### src/rtl/imem_load_ctrl.sv
`default_nettype none
// ---------------------------------------------------------------------------
// imem_load_ctrl: shares the imem port between IF fetch and a byte loader.
// Revision: 1.0
// ---------------------------------------------------------------------------
module imem_load_ctrl #(
  parameter int ADDR_W = 9,
  parameter int WORD_W = 16
) (
  input  logic              clk,
  input  logic              rst_n,
  input  logic [ADDR_W-1:0] fetch_addr,
  input  logic              load_req,
  input  logic              load_valid,
  input  logic [7:0]        load_data,
  output logic              load_ready,
  input  logic              load_last,
  output logic [ADDR_W-1:0] mem_addr,
  output logic [WORD_W-1:0] mem_wdata,
  output logic              mem_we,
  output logic              cpu_stall,
  output logic              pc_restart,
  output logic              load_busy,
  output logic              load_ovf
);

  localparam logic [ADDR_W-1:0] PTR_MAX = {{(ADDR_W-1){1'b1}}, 1'b0};

  typedef enum logic [2:0] {
    RUN     = 3'd0,
    DRAIN   = 3'd1,
    LO      = 3'd2,
    HI      = 3'd3,
    WRITE   = 3'd4,
    RESTART = 3'd5
  } state_t;

  state_t            state_q, state_d;
  logic [ADDR_W-1:0] ptr_q, ptr_d;
  logic [7:0]        lo_q, lo_d;
  logic              last_q, last_d;
  logic              full_q, full_d;
  logic [WORD_W-1:0] wdata_q, wdata_d;
  logic              ovf_q, ovf_d;
  logic              ready_q, ready_d;
  logic              we_q, we_d;
  logic              stall_q, stall_d;
  logic              restart_q, restart_d;
  logic              busy_q, busy_d;
  logic              accept;

  assign accept = load_valid & ready_q;

  always_comb begin
    state_d = state_q;
    ptr_d   = ptr_q;
    lo_d    = lo_q;
    last_d  = last_q;
    full_d  = full_q;
    wdata_d = wdata_q;
    ovf_d   = ovf_q;
    case (state_q)
      RUN: begin
        if (load_req) state_d = DRAIN;
      end
      DRAIN: begin
        ptr_d   = '0;
        ovf_d   = 1'b0;
        full_d  = 1'b0;
        last_d  = 1'b0;
        state_d = LO;
      end
      LO: begin
        if (accept) begin
          lo_d   = load_data;
          last_d = load_last;
          if (load_last) begin
            wdata_d = {8'h00, load_data};
            state_d = WRITE;
          end else begin
            state_d = HI;
          end
        end
      end
      HI: begin
        if (accept) begin
          wdata_d = {load_data, lo_q};
          last_d  = load_last;
          state_d = WRITE;
        end
      end
      WRITE: begin
        // Pointer saturates at the top word; full_q then suppresses writes.
        if (!full_q) begin
          if (ptr_q == PTR_MAX) full_d = 1'b1;
          else                  ptr_d  = ptr_q + ADDR_W'(2);
        end
        state_d = last_q ? RESTART : LO;
      end
      RESTART: state_d = RUN;
      default: state_d = RUN;
    endcase

    // Registered outputs reflect the state being entered.
    if (state_d == WRITE && full_q) ovf_d = 1'b1;
    we_d      = (state_d == WRITE) && !full_q;
    ready_d   = (state_d == LO) || (state_d == HI);
    stall_d   = (state_d != RUN);
    busy_d    = (state_d != RUN);
    restart_d = (state_d == RESTART);
  end

  always_ff @(posedge clk or negedge rst_n) begin
    if (!rst_n) begin
      state_q   <= RUN;
      ptr_q     <= '0;
      lo_q      <= '0;
      last_q    <= 1'b0;
      full_q    <= 1'b0;
      wdata_q   <= '0;
      ovf_q     <= 1'b0;
      ready_q   <= 1'b0;
      we_q      <= 1'b0;
      stall_q   <= 1'b0;
      restart_q <= 1'b0;
      busy_q    <= 1'b0;
    end else begin
      state_q   <= state_d;
      ptr_q     <= ptr_d;
      lo_q      <= lo_d;
      last_q    <= last_d;
      full_q    <= full_d;
      wdata_q   <= wdata_d;
      ovf_q     <= ovf_d;
      ready_q   <= ready_d;
      we_q      <= we_d;
      stall_q   <= stall_d;
      restart_q <= restart_d;
      busy_q    <= busy_d;
    end
  end

  assign mem_addr   = (state_q == RUN) ? fetch_addr : ptr_q;
  assign mem_wdata  = wdata_q;
  assign mem_we     = we_q;
  assign load_ready = ready_q;
  assign cpu_stall  = stall_q;
  assign pc_restart = restart_q;
  assign load_busy  = busy_q;
  assign load_ovf   = ovf_q;

endmodule
`default_nettype wire

### config.mk
export PLATFORM = sky130hd
export DESIGN_NAME = imem_load_ctrl
export DESIGN_NICKNAME = d
export VERILOG_FILES = /design/src/rtl/imem_load_ctrl.sv
export SDC_FILE = /design/constraint.sdc
export NUM_CORES = 1
export LEC_CHECK = 0
export CORE_MARGIN = 4
export CORE_UTILIZATION = 45
export CTS_BUF_LIST = sky130_fd_sc_hd__clkbuf_16
export DETAILED_ROUTE_END_ITERATION = 8
export GPL_TIMING_DRIVEN = 0
export PLACE_DENSITY_LB_ADDON = 0.15
export SYNTH_ARGS = -nofsm -noshare
export SYNTH_HDL_FRONTEND = slang
export SYNTH_SLANG_ARGS = --single-unit
### constraint.sdc
create_clock -name clk -period 2.3 [get_ports clk]
set_input_delay 0.46 -clock clk [delete_from_list [all_inputs] [get_ports clk]]
set_output_delay 0.46 -clock clk [all_outputs]
set_load 0.02 [all_outputs]
======== Yosys cells after proc, flatten, opt, wreduce, memory -nomap -nowiden ========
Cells that the tools add are included.
word-level totals
  register bits ........................... 43
  latch bits .............................. 0
  memory bits (writable) .................. 0
  bits in read-only memories .............. 0
  bits of input ports ..................... 22
  output and inout bits ................... 31
  memories ................................ 0
cells by class
  add/sub/neg operators ................... 1
  $mul .................................... 0
  divide/modulo/power cells ............... 0
  $lt $le $gt $ge ......................... 0
  eq/ne operators ......................... 15
  shift-type cells ........................ 0
  muxes and demuxes ....................... 21
  bitwise logic cells ..................... 1
  reduce and logical (&&, ||, !) cells .... 15
operators by type and width
  operator                                                               count
  16-bit two-way mux                                                     3
  16-bit one-hot mux with 2 select lines                                 1
  9-bit two-way mux                                                      3
  9-bit one-hot mux with 2 select lines                                  1
  3-bit two-way mux                                                      5
  3-bit one-hot mux with 5 select lines                                  1
  3-bit by 2-bit equality test with 1-bit output, second input constant  4
  2-bit != test, second input constant                                   5
  9-bit by 2-bit adder with 9-bit output, second input constant          1
  3-bit equality test, second input constant                             3
  9-bit equality test, second input constant                             1
  2-bit nonzero test                                                     4
  1-bit two-way mux                                                      5
  1-bit one-hot mux with 2 select lines                                  2
  2-bit AND reduction                                                    2
  4-bit AND reduction                                                    1
  3-bit by 1-bit equality test with 1-bit output, second input constant  1
  3-bit zero test                                                        1
  3-bit AND reduction                                                    1
  3-bit nonzero test                                                     1
  1-bit logical AND                                                      2
  2-bit by 1-bit != test with 1-bit output, second input constant        1
  2-bit OR reduction                                                     1
  1-bit AND                                                              1
  2 further kinds                                                        2

======== Logic depth before layout (Yosys ltp) ========
  depth after elaboration ................. 6
  gate-level depth with buffers ........... 7
  mapped depth without buffers ............ 4

======== Least setup slack after synthesis ========
OpenSTA, ideal clock, no wires.
  path type ............................... register to output
  start ................................... reg state_q[0]
  end ..................................... out mem_addr[1]
  arrival time ............................ 1.477 ns
  required time ........................... 1.840 ns
  slack ................................... 0.363 ns
  stages on the path, launching flop included .. 4
  cell sequence ........................... dfrtp_1 > buf_2 > nor3_2 > mux2_2
on the way
  longest elaborated chain between the ends .. 2
ends and longest elaborated chain
  what                      line  RTL
  start: declaration        38    state_t state_q, state_d;
  start signal: assignment  128   state_q <= state_d;
  3-bit zero test           143   assign mem_addr = (state_q == RUN) ? fetch_addr : ptr_q;
  9-bit two-way mux         143
  end: declaration          18    output logic [ADDR_W-1:0] mem_addr,
No other way between the ends.

======== Worst setup path after layout ========
Ends and elaborated chain as after synthesis.

==> reports/results.ini <==
[clock_network]
htreeDepth=2
clockRootBuffer=clkbuf_16
cts_tree=done
clk_pin_slew_ps=60
numCtsBuffers=5
cts_buffer_depth=2
clock-sinks=42
insertion_delay_ps=280

[worst_setup_path]
crit_type=reg2out
reg2reg_depth=6
end_kind=primary output
rrSetupSlack_ps=540
cp-start-kind=flip-flop
arrival_ps=1800
path_max_fanout=10
crit_required_ps=1840
r2r_start=state_q[2]$_DFF_PN0_
r2r_end=mem_wdata[6]$_DFFE_PN0P_

[logic_synthesis]
yosys_register_bits=42
synth_seq_area_share_pct=53.3
syn-mean-instance-area_um2=10.8
yosysTopAreaCellShare_pct=53.3
ys_types=35
synth_top_cell_by_area=dfrtp_1
syn-num-nets=206
syn_inst=183
synthTopCellsByArea=dfrtp_1 53%, mux2_2 9.1%, nand2_1 6.1%
yosysWarnings=0
synth_area_um2=1970

[place]
dp_cells=286
numPortBuffers=52
hpwlAfterDp_mm=3.14
dpl_worst_slack_ps=-395
gp_congestion=0.780

[detailed_routing]
drc=0
drt_wl_total_mm=4.39
viasPerCell=5.38
drt-initial-drc-count=105
wl_per_cell_um=14.9
vias=1587
antenna_left=0
first_pass_iters=4

[global_routing]
overflow=0
grtUsageTotal_pct=17.2
grt_max_degree=29
grt_pass1_vias=1570
antenna_found_initial=0
grt_pass1_wl_mm=7.27

[sta]
slew_headroom_pct=61.8
post-route-period-util_pct=98.5
slew_violations=0
finalSetupTns_ps=0
rsz0062_at_grt=true
setup_viol=0
worst_slew_pin_slew_ps=568
setup_ws_ps=35.5
skew_ps=3.75
max_freq_mhz=442
fin_crit_ps=2260
finalHoldViolCount=0

[floorplanning]
core_um2=4120
initial_core_util_pct=47.9
die_y_um=74.2
die_w_um=74.2
die-area_um2=5500
pin_count=53
rows=23

[pwr]
power_density_nw_per_um2=1250
finalPower_mw=3.38
vdd_drop_max_v=0.000658
p_leak_nw=1.16

[layout]
final_net_count=268
synthToLayoutAreaGrowth_pct=36.9
layout_commonest_cell=clkdlybuf4s50_1
diodes=0
layout.cells.non_filler=295
drive_gt1_share_pct=18.0
utilization_pct=65.6
final_cell_mix=42 x clkdlybuf4s50_1, 41 x dfrtp_1, 32 x nand2_1, 23 x o21ai_0, 16 x mux2_2

[outcome]
outcome=finished clean

[run]
cap_viol_max_count=0

[hold_path]
hold_path.class=in2async

[flip-flops by register name, indices dropped and copies added (netlist names)]
signal	count
last_q	1
load_busy	1
ptr_q	8
load_ovf	1
mem_we	1
load_ready	1
pc_restart	1
full_q	1
lo_q	8
state_q	3
mem_wdata	16
[timing repair]
action,in CTS,in global routing
setup endpoints to repair,9,8
hold buffers,0,0
setup buffers,2,0
pin swaps,1,0
gates resized for setup,17,14
[metrics by stage]
step / cell area (um2) / hold WS [ps]
after global placement: 2550 / 464
after floorplan: 1970 / 164
final: 2700 / 88.2
after detailed placement: 2570 / 394
after CTS: 2720 / 101
after global routing: 2700 / 116
[cells in the mapped netlist]
cell type	count
nor4_1	1
o21bai_1	1
dfrtp_1	42
nand4b_1	1
a31oi_1	2
o22ai_1	3
ha_1	1
o31ai_1	2
nor4b_4	1
inv_1	3
and2_1	2
nor3_1	1
mux2_2	16
nand2_1	32
o21ai_0	23
or3_1	1
nor3b_1	4
nand3_1	4
buf_4	1
a21oi_1	3
buf_6	2
o311ai_2	1
o21a_1	3
nor3_2	1
buf_2	3
o22a_1	1
clkbuf_1	4
and3_1	2
nor2_1	6
o211ai_1	1
nand2b_1	1
mux2i_1	11
nor2_2	1
o31a_1	1
xor2_1	1
[routing by layer]
metal | wire length [um] | GRT usage (%)
met5 | 0 | 0
met2 | 2070 | 27.0
met1 | 1950 | 23.4
met3 | 323 | 4.73
met4 | 46 | 4.83
[worst max-delay path, cell delays in order (launching register included)]
cell and delay, ps:
dfrtp_2 430, buf_6 150, nor3_4 190, buf_4 170, mux2_2 330, clkdlybuf4s15_2 250
[kinds of logic after synthesis]
kind of cell               count (synthesis)  share of synthesized area (%)
muxes                                     27                           14.7
and+or+nand+nor                           58                           14.7
DFF                                       42                           53.3
xor gates and xnor gates                   1                          0.444
buffers and inverters                     13                           3.62
adders and majority gates                  1                          0.634
AOI/OAI and AO/OA                         41                           12.6
[cell type report]
type,instances,area [um2]
Timing Repair Buffer,55,519
Clock inverter,2,7.51
Clock buffer,5,125
Inverter,3,11.3
Fill cell,357,1420
Tap cell,50,62.6
Buffer,10,66.3
Sequential cell,42,1050
Multi-Input combinational cell,128,856
[how the worst max path moves through the flow]
stage                                to  depth (start not counted)                  from  slack, ps
2_1_floorplan               mem_addr[1]                          3  state_q[0]$_DFF_PN0_        360
3_3_place_gp   mem_wdata[1]$_DFFE_PN0P_                          1                 rst_n       -320
3_5_place_dp                mem_addr[1]                          4  state_q[0]$_DFF_PN0_       -400
4_1_cts                     mem_addr[6]                          5  state_q[0]$_DFF_PN0_        -50
5_1_grt                     mem_addr[1]                          5  state_q[0]$_DFF_PN0_        -30
6_report                    mem_addr[1]                          5  state_q[0]$_DFF_PN0_         40
[where the power goes]
group          internal (mW)  switching (mW)  leakage (nW)
combinational          0.765           0.822         0.550
sequential              1.01           0.150         0.542
clock                  0.387           0.252        0.0723
Power figures use the tool's default switching activity.
